## src/rtl/mul_csv_mac_pipe.sv

```systemverilog
// Elastic carry-save multiply-accumulate: (xs+xc)*y reduced to sum/carry form
// and optionally accumulated into a carry-save output register.
module mul_csv_mac_pipe #(
  parameter int WidthX   = 8,
  parameter int WidthY   = 8,
  parameter int WidthAcc = WidthX + WidthY + 4,
  parameter int Stages   = 2,
  parameter int Speed    = 2
) (
  input  logic                clk_i,
  input  logic                rst_ni,
  input  logic                in_valid_i,
  output logic                in_ready_o,
  input  logic [WidthX-1:0]   xs_i,
  input  logic [WidthX-1:0]   xc_i,
  input  logic [WidthY-1:0]   y_i,
  input  logic                acc_en_i,
  output logic                out_valid_o,
  input  logic                out_ready_i,
  output logic [WidthAcc-1:0] ps_o,
  output logic [WidthAcc-1:0] pc_o
);

  localparam int NR = 2 * WidthX;

  typedef logic [WidthAcc-1:0] word_t;
  typedef struct packed {
    word_t s;
    word_t c;
  } cs_t;

  function automatic cs_t csa(input word_t a, input word_t b, input word_t c);
    cs_t r;
    r.s = a ^ b ^ c;
    r.c = ((a & b) | (a & c) | (b & c)) << 1;
    return r;
  endfunction

  // Reduce all partial-product rows to two vectors: a ripple of 3:2 adders
  // when Speed==0, otherwise a Wallace-style tree of 3:2 levels.
  function automatic cs_t compress(input word_t rows [NR]);
    word_t cur [NR+2];
    word_t nxt [NR+2];
    cs_t   r;
    cs_t   t;
    int    n;
    int    m;
    for (int i = 0; i < NR + 2; i++) begin
      cur[i] = '0;
      nxt[i] = '0;
    end
    for (int i = 0; i < NR; i++) cur[i] = rows[i];
    r.s = cur[0];
    r.c = cur[1];
    if (Speed == 0) begin
      for (int i = 2; i < NR; i++) r = csa(r.s, r.c, cur[i]);
    end else begin
      n = NR;
      for (int lvl = 0; lvl < NR; lvl++) begin
        if (n > 2) begin
          m = 0;
          for (int i = 0; i < NR; i += 3) begin
            if (i + 2 < n) begin
              t          = csa(cur[i], cur[i+1], cur[i+2]);
              nxt[m]     = t.s;
              nxt[m + 1] = t.c;
              m          = m + 2;
            end else begin
              if (i < n) begin
                nxt[m] = cur[i];
                m      = m + 1;
              end
              if (i + 1 < n) begin
                nxt[m] = cur[i+1];
                m      = m + 1;
              end
            end
          end
          cur = nxt;
          n   = m;
        end
      end
      r.s = cur[0];
      r.c = cur[1];
    end
    return r;
  endfunction

  word_t pp [NR];
  cs_t   prod;

  always_comb begin
    for (int i = 0; i < WidthX; i++) begin
      pp[i]          = xs_i[i] ? (word_t'(y_i) << i) : '0;
      pp[WidthX + i] = xc_i[i] ? (word_t'(y_i) << i) : '0;
    end
  end

  assign prod = compress(pp);

  logic [Stages-1:0] v_q;
  logic [Stages-1:0] vin;
  logic [Stages-1:0] rdy;

  // A stage can load if it or any stage downstream of it holds a bubble.
  always_comb begin
    vin[0] = in_valid_i;
    for (int k = 1; k < Stages; k++) vin[k] = v_q[k-1];
    for (int k = 0; k < Stages; k++) begin
      rdy[k] = out_ready_i;
      for (int j = k; j < Stages; j++) rdy[k] = rdy[k] | ~v_q[j];
    end
  end

  assign in_ready_o  = rdy[0];
  assign out_valid_o = v_q[Stages-1];

  always_ff @(posedge clk_i or negedge rst_ni) begin
    if (!rst_ni) begin
      v_q <= '0;
    end else begin
      for (int k = 0; k < Stages; k++) begin
        if (rdy[k]) v_q[k] <= vin[k];
      end
    end
  end

  word_t fin_s;
  word_t fin_c;
  logic  fin_acc;

  if (Stages > 1) begin : g_pipe
    localparam int NP = Stages - 1;
    word_t         s_q [NP];
    word_t         c_q [NP];
    logic [NP-1:0] a_q;

    always_ff @(posedge clk_i or negedge rst_ni) begin
      if (!rst_ni) begin
        for (int k = 0; k < NP; k++) begin
          s_q[k] <= '0;
          c_q[k] <= '0;
        end
        a_q <= '0;
      end else begin
        if (rdy[0] && vin[0]) begin
          s_q[0] <= prod.s;
          c_q[0] <= prod.c;
          a_q[0] <= acc_en_i;
        end
        for (int k = 1; k < NP; k++) begin
          if (rdy[k] && vin[k]) begin
            s_q[k] <= s_q[k-1];
            c_q[k] <= c_q[k-1];
            a_q[k] <= a_q[k-1];
          end
        end
      end
    end

    assign fin_s   = s_q[NP-1];
    assign fin_c   = c_q[NP-1];
    assign fin_acc = a_q[NP-1];
  end else begin : g_direct
    assign fin_s   = prod.s;
    assign fin_c   = prod.c;
    assign fin_acc = acc_en_i;
  end

  word_t ps_q;
  word_t pc_q;
  cs_t   acc_t;
  cs_t   acc_d;

  // ps_q/pc_q are the live accumulator even after the result was consumed.
  always_comb begin
    acc_t   = csa(fin_s, fin_c, ps_q);
    acc_d.s = fin_s;
    acc_d.c = fin_c;
    if (fin_acc) acc_d = csa(acc_t.s, acc_t.c, pc_q);
  end

  always_ff @(posedge clk_i or negedge rst_ni) begin
    if (!rst_ni) begin
      ps_q <= '0;
      pc_q <= '0;
    end else if (rdy[Stages-1] && vin[Stages-1]) begin
      ps_q <= acc_d.s;
      pc_q <= acc_d.c;
    end
  end

  assign ps_o = ps_q;
  assign pc_o = pc_q;

endmodule

```

## config.mk

```make
export PLATFORM = sky130hd
export DESIGN_NAME = mul_csv_mac_pipe
export DESIGN_NICKNAME = d
export VERILOG_FILES = /design/src/rtl/mul_csv_mac_pipe.sv
export SDC_FILE = /design/constraint.sdc
export NUM_CORES = 1
export LEC_CHECK = 0
export ABC_AREA = 1
export BUFFER_PORTS_ARGS = -buffer_cell sky130_fd_sc_hd__buf_4
export CAP_MARGIN = 20
export CELL_PAD_IN_SITES_DETAIL_PLACEMENT = 0
export CELL_PAD_IN_SITES_GLOBAL_PLACEMENT = 1
export CORE_AREA = 4 4 120 168
export DETAILED_ROUTE_END_ITERATION = 7
export DIE_AREA = 0 0 124 172
export PLACE_DENSITY = 0.74
export SLEW_MARGIN = 20
export SYNTH_ARGS = -nofsm -noshare
export SYNTH_HDL_FRONTEND = slang
export SYNTH_SLANG_ARGS = --single-unit
```

## constraint.sdc

```tcl
create_clock -name clk_i -period 2.4 [get_ports clk_i]
set_clock_uncertainty 0.05 [all_clocks]
set_input_delay 0.24 -clock clk_i [delete_from_list [all_inputs] [get_ports clk_i]]
set_output_delay 0.24 -clock clk_i [all_outputs]
set_load 0.01 [all_outputs]
```

==> impl_metrics.py <==
metrics = {
    "synthesis": {
        "ys_warn_count": 0,
        "netlist_top_cells_area": "fa_1 (34%), dfrtp_1 (23%), nand2_1 (15%), inv_1 (10%), ha_1 (7.7%)",
        "netlist_instances": 911,
        "post-synth-top-count-cell": "nand2_1",
        "ys_async_sr_fraction_pct": 100,
        "ys_ff_latch": 71,
        "synth_common_cells": "nand2_1 (309), inv_1 (208), fa_1 (129)",
        "synth_area_per_cell_um2": 8.43,
        "ys.flop_type": "dfrtp_1",
        "yosysTopAreaCell": "fa_1",
        "yosysUniqueCellTypes": 22,
        "synth_edf_count": 0,
        "syn_area_mm2": 0.00768,
        "yosysSeqAreaShare_pct": 23.1,
        "yosysTopAreaCellShare_pct": 33.6,
    },
    "cells_and_area": {
        "utilization_pct": 52.6,
        "antenna_cells": 0,
        "fin_nets": 1210,
        "drive_above_1_share_pct": 28.9,
        "area_delta_synth_final_pct": 26.9,
    },
    "die": {
        "dieWidth_um": 124,
        "rows": 59,
        "core-area_mm2": 0.0185,
        "die-height_um": 172,
        "num_io_pins": 71,
        "die-area_mm2": 0.0213,
        "initial_utilization_pct": 41.5,
    },
    "sta": {
        "fin_crit_sh_pct": 147,
        "maxSlewViolCount": 0,
        "rsz0062_at_grt": "yes",
        "max_freq_mhz": 284,
        "setup_viol_count_final": 26,
        "finalSetupTns_ns": -20.60,
        "post-route-min-period_ns": 3.52,
        "finalHoldViolCount": 0,
        "layout_setup_ws_ns": -1.12,
    },
    "status": {
        "status": "finished, violations left",
        "violations": "setup timing",
    },
    "grt": {
        "grtUsageTotal_pct": 17.1,
        "grt_pass1_wl_mm": 28.9,
        "grt_pass1_vias": 5837,
        "grt_start_max_net_pins": 44,
        "antenna_found_initial": 0,
        "grt-ovfl-total": 0,
    },
    "clock_network": {
        "clk_pin_slew_ns": 0.05,
        "clock_latency_ns": 0.32,
        "clockBufferDepth": 2,
        "clock_sinks": 71,
        "tritoncts": "yes",
        "numCtsBuffers": 9,
        "htreeDepth": 3,
        "ctsRootBufferMaster": "clkbuf_16",
    },
    "detailed_routing": {
        "wirelength_mm": 16.8,
        "drtIter0Drc": 304,
        "wl_per_cell_um": 13.4,
        "drcViolationCount": 0,
        "vias": 5664,
        "vias_per_cell": 4.52,
        "firstDrtPassIters": 4,
        "postRouteAntennaNets": 0,
    },
    "critical_path": {
        "crit_family": "adder cells",
        "endpoint_kind": "flip-flop",
        "cp_slowest_cell": "fa_2",
        "required_ns": 2.61,
        "cp_max_fo": 6,
        "crit_type": "input pin to flip-flop",
        "start_kind": "input pin",
        "crit_chain": "buf_12 > nand2_4 > inv_2 > fa_1 > inv_1 > fa_1 > fa_2 > fa_2 > fa_1 > inv_1 > fa_2 > nand3_2 > nand2_1",
        "slowest_delay_ns": 0.57,
        "critPathArrivalTime_ns": 3.73,
        "crit_buf_inv": 4,
    },
    "hold_path": {
        "hp-class": "input pin to flip-flop",
    },
    "placement": {
        "dp_hpwl_mm": 13.4,
        "port_buffers": 68,
        "place_congestion": 0.817,
    },
    "pwr": {
        "peakVddDrop_mv": 0.368,
        "power_density_mw_per_mm2": 840,
        "p_leak_uw": 0.00521,
    },
    "run": {
        "max_cap_violations": 0,
    },
}
## cells by family after synthesis
kind of cell,after synthesis,synth area share (%)
adders and majority gates,176,41.3
buffers and inverters,269,14.5
and+or+nand+nor,349,18.0
AOI/OAI and AO/OA,45,2.98
other,1,0.0488
DFF,71,23.1
## layer usage
metal / global-route usage [%] / share of wire (%) / vias to the layer above
met5: 0 / 0 / -
met4: 4.86 / 1.7 / 0
met3: 1.24 / 2.6 / 19
met2: 31.1 / 54 / 82
met1: 21.8 / 42 / 2756
li1: - / - / 2807
## tightest hold or removal path: cells and delay by family
family	cells	cell delay, ns
AND/OR/NAND/NOR	2	0.13
buffers and inverters	1	0.09
## repair_timing
action                                  CTS  global route
endpoints found under the setup margin   27            27
hold buffers                              1             0
hold endpoints to repair                 31             0
gates cloned                              3             0
pin swaps                                54            22
gates resized for setup                 118            50
buffers inserted                         14             5
## cell type report
class	instances	area, um^2
clock inverter	1	5.00
sequential	71	1780
inverter	210	788
tap	244	305
multi-input combinational	572	5200
fill	1750	8780
clock buffer	14	264
timing repair buffer	141	1410
## layout by cell type (no fill, tap or decap), drive strengths merged
cell type and n:
buf 140, o21ai 44, nand3 33, fa 129, ha 47, dlygate4sd3 1
nand2 312, a21oi 1, clkinv 1, conb 2, clkbuf 14, dfrtp 71
nand4 4, inv 210
## sequential cells by signal, indices dropped and copies added, names as in the netlist
name,flops
pc_o,18
fin_c,13
v_q,2
fin_acc,1
ps_o,20
fin_s,17
## report_power, final
group / internal, uW / switching [uW]
Clock: 749 / 446
Sequential: 1620 / 475
Combinational: 2400 / 2500
## per-stage QoR
stage               cells  hold WS (ns)  power [uW]  cell area, um^2  setup WS, ns
floorplan             912        -0.106        5360             7950         -1.37
global placement     1217         0.164        6480             8720         -1.43
detailed placement   1217         0.162        6710             8720         -1.50
CTS                  1250         0.110        8260             9590         -1.11
global route         1253         0.126        9250             9750         -1.20
finish               1253         0.117        8190             9750         -1.12
## worst paths after layout
| kind | startpoint | end | slack [ns] | depth (start not counted) |
|---|---|---|---|---|
| min in group asynchronous | rst_ni | ps_o[15] | 0.36 | 2 |
| worst min-delay path | acc_en_i | fin_acc | 0.12 | 3 |
| worst max-delay path | xs_i[5] | fin_s[9] | -1.12 | 13 |
| worst min register to register | ps_o[2] | ps_o[2] | 0.47 | 2 |
| worst max register to register | ps_o[6] | ps_o[6] | 0.54 | 6 |
| max in group asynchronous | rst_ni | ps_o[0] | 1.37 | 3 |
Note: power is estimated with default switching activity, not from simulation.
